`src/rtl/tdm_demux_8ch_if.sv`:
```
// Bundle of the serial TDM input stream and the demultiplexed frame/channel outputs.
// master drives the stream (source side), slave is the demultiplexer.
interface tdm_demux_8ch_if #(
  parameter int WIDTH = 1
);
  logic [WIDTH-1:0]   dataIn;
  logic               dataValid;
  logic               frameSync;
  logic [8*WIDTH-1:0] dataOut;
  logic               frameValid;
  logic [7:0]         chanStrobe;
  logic [WIDTH-1:0]   chanData;
  logic               locked;
  logic               syncError;

  modport master (
    output dataIn, dataValid, frameSync,
    input  dataOut, frameValid, chanStrobe, chanData, locked, syncError
  );

  modport slave (
    input  dataIn, dataValid, frameSync,
    output dataOut, frameValid, chanStrobe, chanData, locked, syncError
  );
endinterface

```
`src/rtl/tdm_demux_8ch.sv`:
```
// 1:8 TDM demultiplexer with hunt/lock frame alignment; one sample per cycle, all outputs
// registered, a completed frame appears on dataOut the edge its slot-7 sample is accepted.
module tdm_demux_8ch #(
  parameter int WIDTH      = 1,
  parameter int MISS_LIMIT = 3
) (
  input  logic                  clk,
  input  logic                  reset,
  tdm_demux_8ch_if.slave        bus
);
  localparam logic [0:0] HUNT = 1'b0;
  localparam logic [0:0] LOCK = 1'b1;
  localparam logic [3:0] MISS_LIM = 4'(MISS_LIMIT);

  logic [0:0]       state;
  logic [2:0]       slot;
  logic [3:0]       miss;
  logic [WIDTH-1:0] shadow [0:6];

  assign bus.locked = (state == LOCK);

  always_ff @(posedge clk) begin
    if (reset) begin
      state          <= HUNT;
      slot           <= 3'd0;
      miss           <= 4'd0;
      bus.dataOut    <= '0;
      bus.frameValid <= 1'b0;
      bus.chanStrobe <= 8'd0;
      bus.chanData   <= '0;
      bus.syncError  <= 1'b0;
      for (int k = 0; k < 7; k++) shadow[k] <= '0;
    end else begin
      bus.frameValid <= 1'b0;
      bus.chanStrobe <= 8'd0;
      bus.syncError  <= 1'b0;
      if (bus.dataValid) begin
        if (state == HUNT) begin
          if (bus.frameSync) begin
            shadow[0]      <= bus.dataIn;
            slot           <= 3'd1;
            miss           <= 4'd0;
            state          <= LOCK;
            bus.chanStrobe <= 8'h01;
            bus.chanData   <= bus.dataIn;
          end
        end else if (bus.frameSync && slot != 3'd0) begin
          // Misplaced sync: drop the partial frame and realign on this sample.
          bus.syncError  <= 1'b1;
          shadow[0]      <= bus.dataIn;
          slot           <= 3'd1;
          miss           <= 4'd0;
          bus.chanStrobe <= 8'h01;
          bus.chanData   <= bus.dataIn;
        end else if (slot == 3'd0 && !bus.frameSync && (miss + 4'd1) == MISS_LIM) begin
          state         <= HUNT;
          bus.syncError <= 1'b1;
          miss          <= 4'd0;
        end else begin
          // Flywheel: a slot-0 sample without sync is still stored while misses accumulate.
          if (slot == 3'd0) miss <= bus.frameSync ? 4'd0 : miss + 4'd1;
          if (slot == 3'd7) begin
            for (int k = 0; k < 7; k++) bus.dataOut[k*WIDTH +: WIDTH] <= shadow[k];
            bus.dataOut[7*WIDTH +: WIDTH] <= bus.dataIn;
            bus.frameValid <= 1'b1;
          end else begin
            shadow[slot] <= bus.dataIn;
          end
          bus.chanStrobe <= 8'd1 << slot;
          bus.chanData   <= bus.dataIn;
          slot           <= slot + 3'd1;
        end
      end
    end
  end
endmodule

```
`src/flat_wrapper.sv`:
```
// flat-port wrapper written by rule: the top's interface ports become plain ports
module tdm_demux_8ch_flat 
#(
  parameter int WIDTH      = 1,
  parameter int MISS_LIMIT = 3
)
  (clk, reset, bus_dataIn, bus_dataValid, bus_frameSync, bus_dataOut, bus_frameValid, bus_chanStrobe, bus_chanData, bus_locked, bus_syncError);
  tdm_demux_8ch_if #(.WIDTH(WIDTH)) bus_i ();
  input  logic clk;
  input  logic reset;
  input wire logic [$bits(bus_i.dataIn)-1:0] bus_dataIn;
  input wire logic [$bits(bus_i.dataValid)-1:0] bus_dataValid;
  input wire logic [$bits(bus_i.frameSync)-1:0] bus_frameSync;
  output wire logic [$bits(bus_i.dataOut)-1:0] bus_dataOut;
  output wire logic [$bits(bus_i.frameValid)-1:0] bus_frameValid;
  output wire logic [$bits(bus_i.chanStrobe)-1:0] bus_chanStrobe;
  output wire logic [$bits(bus_i.chanData)-1:0] bus_chanData;
  output wire logic [$bits(bus_i.locked)-1:0] bus_locked;
  output wire logic [$bits(bus_i.syncError)-1:0] bus_syncError;
  assign bus_i.dataIn = bus_dataIn;
  assign bus_i.dataValid = bus_dataValid;
  assign bus_i.frameSync = bus_frameSync;
  assign bus_dataOut = bus_i.dataOut;
  assign bus_frameValid = bus_i.frameValid;
  assign bus_chanStrobe = bus_i.chanStrobe;
  assign bus_chanData = bus_i.chanData;
  assign bus_locked = bus_i.locked;
  assign bus_syncError = bus_i.syncError;
  tdm_demux_8ch #(.WIDTH(WIDTH), .MISS_LIMIT(MISS_LIMIT)) u_core (.clk(clk), .reset(reset), .bus(bus_i));
endmodule
```
`config.mk`:
```
export PLATFORM = sky130hd
export DESIGN_NAME = tdm_demux_8ch_flat
export DESIGN_NICKNAME = d
export VERILOG_FILES = /design/src/rtl/tdm_demux_8ch_if.sv /design/src/rtl/tdm_demux_8ch.sv /design/src/flat_wrapper.sv
export SDC_FILE = /design/constraint.sdc
export NUM_CORES = 1
export LEC_CHECK = 0
export BUFFER_PORTS_ARGS = -buffer_cell sky130_fd_sc_hd__buf_4
export CELL_PAD_IN_SITES_DETAIL_PLACEMENT = 0
export CELL_PAD_IN_SITES_GLOBAL_PLACEMENT = 1
export CORE_MARGIN = 10
export CORE_UTILIZATION = 42
export DETAILED_ROUTE_END_ITERATION = 8
export PLACE_DENSITY = 0.86
export SLEW_MARGIN = 20
export SYNTH_ARGS = -nofsm -noshare
export SYNTH_HDL_FRONTEND = slang
export SYNTH_SLANG_ARGS = --single-unit
```
`constraint.sdc`:
```
create_clock -name clk -period 2.27 [get_ports clk]
set_input_delay 0.1135 -clock clk [delete_from_list [all_inputs] [get_ports clk]]
set_output_delay 0.1135 -clock clk [all_outputs]
set_load 0.1 [all_outputs]
```
==> results_dict.tcl, run 1 <==
set metrics [dict create \
    setup_viol 0 \
    clock_skew_ns 0.00801 \
    fin_cells 246 \
    grt_pass1_vias 1366 \
    dieArea_mm2 0.00669 \
    whs_ns 0.0911 \
    wl_per_cell_um 15.2 \
    htreeDepth 2 \
    fillers 357 \
    multiInputGateArea_um2 825 \
    worst_ep_arrival_time_ns 2.16 \
    floorplan.rows 22 \
    hold_viol_final 0 \
    n_antenna_cell 0 \
    max_freq_ghz 0.456 \
    ys_ff_latch 33 \
    start_util_pct 43.5 \
    holdPathEnd "u_core.bus.locked$_SDFFE_PP0P_" \
    dp_hpwl_um 2710 \
    num_io_pins 25 \
    min_path_type "in2reg" \
    gp_congestion 0.861 \
    dpl_cell_area_mm2 0.00185 \
    design.core.area_mm2 0.00369 \
    grt_pass1_wl_um 6270 \
    ctsResizeCount 0 \
    synth_nets 182 \
    ant_nets 0 \
    track_usage_pct 12.1 \
    power_frac_comb_pct 8.9 \
    internal_power_uw 962 \
    drive_gt1_share_pct 21.2 \
    antenna_found_initial 0 \
    r2r_setup_slack_ns 0.08 \
    grt_overflow 0 \
    irDropWorstVdd_mv 0.331 \
    p_leak_uw 0.000784 \
    drtIter0Drc 121 \
    fin_util_pct 53.4 \
    postCtsSetupRepairBufs 0 \
    areaGrowthSynthToFinish_pct 22.9 \
    seq_area_um2 722 \
    p_switching_uw 288 \
    yosysWarningCount 0 \
    hold_start "reset" \
    p_total_uw 1250 \
    max-cap-violations 0 \
    drc 0 \
    startpoint_type "register" \
    r2r_start "u_core.slot[0]$_SDFFE_PP0P_" \
    avgSynthCellArea_um2 9.48 \
    vias 1331 \
    cts_tree "done" \
    final_nets 210 \
    yosysUniqueCellTypes 40 \
    mappedNetlistArea_mm2 0.00160 \
    ys_dominant_reg_cell "dfxtp_1" \
    reg2regPathDepth 6 \
    clk_pin_slew_ns 0.07 \
    finalCritPeriodShare_pct 96.5 \
    timing.rr.end "u_core.shadow[1]$_SDFFCE_PN0P_" \
    critPathKind "reg2reg" \
    endpoint_kind "register" \
    grt_max_degree 29 \
    port_buffers 24 \
    die_h_um 81.8 \
    power.switching_fraction_pct 23.1 \
    clock_sinks 33 \
    dp_cells 238 \
    maxSlewViolCount 0 \
    viasPerCell 5.41 \
    slew_headroom_pct 66.3 \
    clkPwrFrac_pct 42.0 \
    worstPathRequired_ns 2.24 \
    routed_wl_um 3740 \
    hold_path_depth 2 \
    ys_seq_area_share_pct 45.0 \
    synthArstFlopShare_pct 0 \
    die_w_um 81.8 \
    dr.pass1.iters 4 \
    period_needed_ns 2.19 \
    cts-root-buf "clkbuf_8" \
    design_area_mm2 0.00197 \
    share_seq_of_total_power_pct 49.2 \
    p_per_area_mw_per_mm2 635 \
    hold_buffers 0 \
    cts_buffers 5 \
    cp_max_fo 7 \
    worst_pin_slew_ns 0.505 \
    status "completed" \
    clockBufferDepth 2 \
    synth_edf_count 6 \
    clk_latency_ns 0.28 \
    syn_inst 169 \
    rsz0062_at_grt "yes" \
]
## cell usage after synthesis, types with 4 or more instances
library cell,number,area (um2)
nand2_1,27,101
clkbuf_1,5,18.8
mux2i_1,12,120
nor2_1,9,33.8
inv_1,6,22.5
a21oi_1,11,55.1
a211oi_1,4,30.0
edfxtp_1,6,180
and3_1,5,31.3
dfxtp_1,27,541
ha_1,8,100
nand3_1,4,20.0
o21ai_1,6,30.0
## registers in the layout, indices dropped and copies added (netlist names)
signal and flops:
u_core.bus.chanData 1, u_core.bus.locked 1, u_core.bus.syncError 1, u_core.miss 4
u_core.slot 3, bus_dataOut 7, u_core.bus.chanStrobe 8, u_core.bus.dataOut 1
u_core.shadow 7
## area by class of cell
class,count,area share (%)
Inverter,7,1.33
Clock inverter,2,1.72
Multi-Input combinational cell,121,41.9
Timing Repair Buffer,29,11.7
Clock buffer,6,3.68
Sequential cell,33,36.7
Tap cell,48,3.05
## worst max-delay path by stage
stage / slack (ns) / endpoint / start / cells after the start
floorplan: 0.25 / u_core.shadow[0]$_SDFFCE_PN0P_ / u_core.slot[0]$_SDFFE_PP0P_ / 6
global placement: 0.13 / u_core.shadow[0]$_SDFFCE_PN0P_ / u_core.slot[0]$_SDFFE_PP0P_ / 6
detailed placement: 0.06 / u_core.shadow[0]$_SDFFCE_PN0P_ / u_core.slot[0]$_SDFFE_PP0P_ / 6
CTS: 0.03 / u_core.shadow[0]$_SDFFCE_PN0P_ / u_core.slot[0]$_SDFFE_PP0P_ / 6
global route: -0.07 / u_core.shadow[1]$_SDFFCE_PN0P_ / u_core.slot[0]$_SDFFE_PP0P_ / 6
finish: 0.08 / u_core.shadow[1]$_SDFFCE_PN0P_ / u_core.slot[0]$_SDFFE_PP0P_ / 6
## through the flow
stage,TNS (ns),setup WS (ns)
CTS,0,0.0321
floorplan,0,0.245
finish,0,0.0791
global route,-0.0907,-0.0708
detailed placement,0,0.0624
global placement,0,0.130
## layout by cell type (no fill, tap or decap), types with 2 or more instances in the layout
cell type / netlist / routed
nor2_1: 9 / 9
nand2_1: 27 / 27
inv_1: 6 / 6
o2111ai_1: 2 / 2
nand2b_1: 3 / 3
and3_1: 5 / 5
xor2_1: 2 / 2
dfxtp_1: 27 / 26
a21oi_1: 11 / 11
o211ai_1: 3 / 3
a211oi_1: 4 / 4
buf_4: 1 / 28
nor3_1: 2 / 2
ha_1: 8 / 8
nand3_1: 4 / 4
o21ai_1: 6 / 6
and2_1: 3 / 3
edfxtp_1: 6 / 6
mux2i_1: 12 / 12
clkbuf_8: 0 / 5
## power groups by stage
stage          Sequential, uW  Clock, uW  Combinational, uW
3_3_place_gp              627          0                106
4_1_cts                   614        537                109
3_5_place_dp              627          0                108
6_report                  615        525                111
2_1_floorplan             650          0               52.3
5_1_grt                   616        566                122
## kinds of logic (layout without fill, tap and decap cells)
| family | after synthesis | count (layout) | synth area share [%] |
|---|---|---|---|
| simple gates | 61 | 61 | 18.7 |
| flops | 33 | 33 | 45.0 |
| compound gates | 37 | 37 | 15.8 |
| xor+xnor | 3 | 3 | 2.11 |
| fa+ha+maj | 8 | 8 | 6.25 |
| mux | 12 | 12 | 7.49 |
| buf+inv | 15 | 44 | 4.68 |
## worst max-delay path, cell delays in order (launching register included)
cell       delay, ns
dfxtp_1         0.38
ha_1            0.26
ha_1            0.22
nand4bb_2       0.32
a21oi_1         0.26
o21ai_1         0.18
o41ai_2         0.26
## routing by layer
layer  share of wire [%]  global-route usage (%)
met5                   0                       0
met4                 1.6                    4.93
met3                 4.8                    4.37
met2                  52                    21.7
met1                  41                    12.5
No activity file was read; power rests on OpenSTA's default activity.
==> run 2, diff against run 1 <==
- ABC_CLOCK_PERIOD_IN_PS: unset -> 2600
- CORE_UTILIZATION: 42 -> 45
- PLACE_DENSITY: 0.86 -> 0.91
- RECOVER_POWER: unset -> 100
- clock period: 2.27 -> 2.6 ns (I/O delays scaled with it)
==> results_dict.tcl, run 2 (same netlist as run 1, synthesis figures left out) <==
set metrics [dict create \
    status "completed" \
    p_total_uw 953 \
    fin_cells 241 \
    cp_max_fo 7 \
    dp_hpwl_um 2700 \
    setup_viol 0 \
    startpoint_type "register" \
    floorplan.rows 21 \
    clock_sinks 33 \
    top_register "u_core.bus.chanStrobe" \
    num_io_pins 25 \
    rsz0062_at_grt "no" \
    routed_wl_um 3580 \
    hold_buffers 0 \
    clkPwrFrac_pct 34.5 \
    dp_cells 233 \
    vias 1286 \
    die_h_um 79.7 \
    clk_latency_ns 0.33 \
    wl_per_cell_um 14.9 \
    clock_skew_ns 0.0178 \
    endpoint_kind "register" \
    n_antenna_cell 0 \
    grt_max_degree 29 \
    drtIter0Drc 78 \
    setup_tns_ns 0 \
    grt_overflow 0 \
    grt_pass1_wl_um 5800 \
    final_cell_mix "27 x nand2_1, 27 x dfxtp_1, 20 x clkbuf_1, 12 x mux2i_1, 11 x a21oi_1" \
    dieArea_mm2 0.00635 \
    drc 0 \
    p_switching_uw 244 \
    worst_pin_slew_ns 1.20 \
    finalCritPeriodShare_pct 89.7 \
    maxSlewViolCount 0 \
    ant_nets 0 \
    slew_headroom_pct 20.3 \
    critPathKind "reg2reg" \
    drive_gt1_share_pct 8.21 \
    areaGrowthSynthToFinish_pct 12.1 \
    min_path_type "in2reg" \
    internal_power_uw 709 \
    cts_buffers 5 \
    track_usage_pct 11.4 \
    clockBufferDepth 2 \
    grt_pass1_vias 1221 \
    largest_reg_flops 8 \
    max_freq_ghz 0.429 \
    cts_tree "done" \
    max-cap-violations 0 \
    worstPathRequired_ns 2.74 \
    irDropWorstVdd_mv 0.316 \
    die_w_um 79.7 \
    gp_congestion 0.920 \
    power_frac_comb_pct 9.3 \
    share_seq_of_total_power_pct 56.2 \
    whs_ns 0.0470 \
    cts-root-buf "clkbuf_4" \
    design.core.area_mm2 0.00339 \
    antenna_found_initial 0 \
    power.switching_fraction_pct 25.6 \
    clk_pin_slew_ns 0.11 \
    postCtsSetupRepairBufs 0 \
    hold_viol_final 0 \
    dr.pass1.iters 4 \
    worst_ep_arrival_time_ns 2.47 \
    htreeDepth 2 \
    port_buffers 24 \
    fin_util_pct 53.0 \
    ctsResizeCount 0 \
    p_per_area_mw_per_mm2 531 \
    p_leak_uw 0.000660 \
    final_nets 207 \
    start_util_pct 47.3 \
    period_needed_ns 2.33 \
    viasPerCell 5.34 \
]
-- run 2: changes by cell type in the layout (fill, tap and decap cells not counted), moves of 2 or more --
cell	delta
and2_0	+2
and2_1	-2
buf_4	-22
clkbuf_1	+19
clkbuf_4	+5
clkbuf_8	-3
o21ai_0	+5
o21ai_1	-5
-- run 2: cell type report --
type	instances	area [um2]
Tap cell	46	57.6
Clock buffer	7	65.1
Clock inverter	1	5.00
Sequential cell	33	721
Inverter	7	26.3
Timing Repair Buffer	26	120
Fill cell	336	1590
Multi-Input combinational cell	121	802
-- run 2: worst paths after layout --
kind / start / to / slack (ns) / depth (start not counted)
worst max-delay path: u_core.slot[0]$_SDFFE_PP0P_ / u_core.shadow[1]$_SDFFCE_PN0P_ / 0.27 / 6
worst min-delay path: reset / u_core.bus.locked$_SDFFE_PP0P_ / 0.05 / 2
worst max register to register: u_core.slot[0]$_SDFFE_PP0P_ / u_core.shadow[1]$_SDFFCE_PN0P_ / 0.27 / 6
worst min register to register: bus_dataOut[5]$_SDFFE_PP0P_ / bus_dataOut[5]$_SDFFE_PP0P_ / 0.46 / 2
-- run 2: worst max-delay path, cell delays in order, from the launching register on --
cell,delay [ns]
dfxtp_1,0.40
ha_1,0.25
ha_1,0.24
nand4bb_1,0.29
a2111oi_1,0.51
o21ai_1,0.13
a221oi_1,0.32
-- run 2: routing by layer --
| metal | GRT usage [%] | share of wire [%] | vias to the layer above |
|---|---|---|---|
| met5 | 0 | 0 | - |
| met4 | 3.23 | 0.95 | 0 |
| met3 | 5.41 | 7.1 | 5 |
| met2 | 18.1 | 46 | 32 |
| met1 | 13.4 | 46 | 594 |
| li1 | - | - | 655 |
-- run 2: power groups by stage --
stage	registers [uW]	logic [uW]	clock network (uW)
after floorplan	567	45.7	0
after global placement	547	92.0	0
after detailed placement	548	92.0	0
after CTS	536	92.3	336
after global routing	537	96.8	362
final	536	88.8	328
-- run 2: stage by stage --
stage	cell area [um2]	worst slack [ns]
after floorplan	1600	0.267
after global placement	1810	0.394
after detailed placement	1810	0.286
after CTS	1880	0.246
after global routing	1800	0.0658
final	1800	0.267
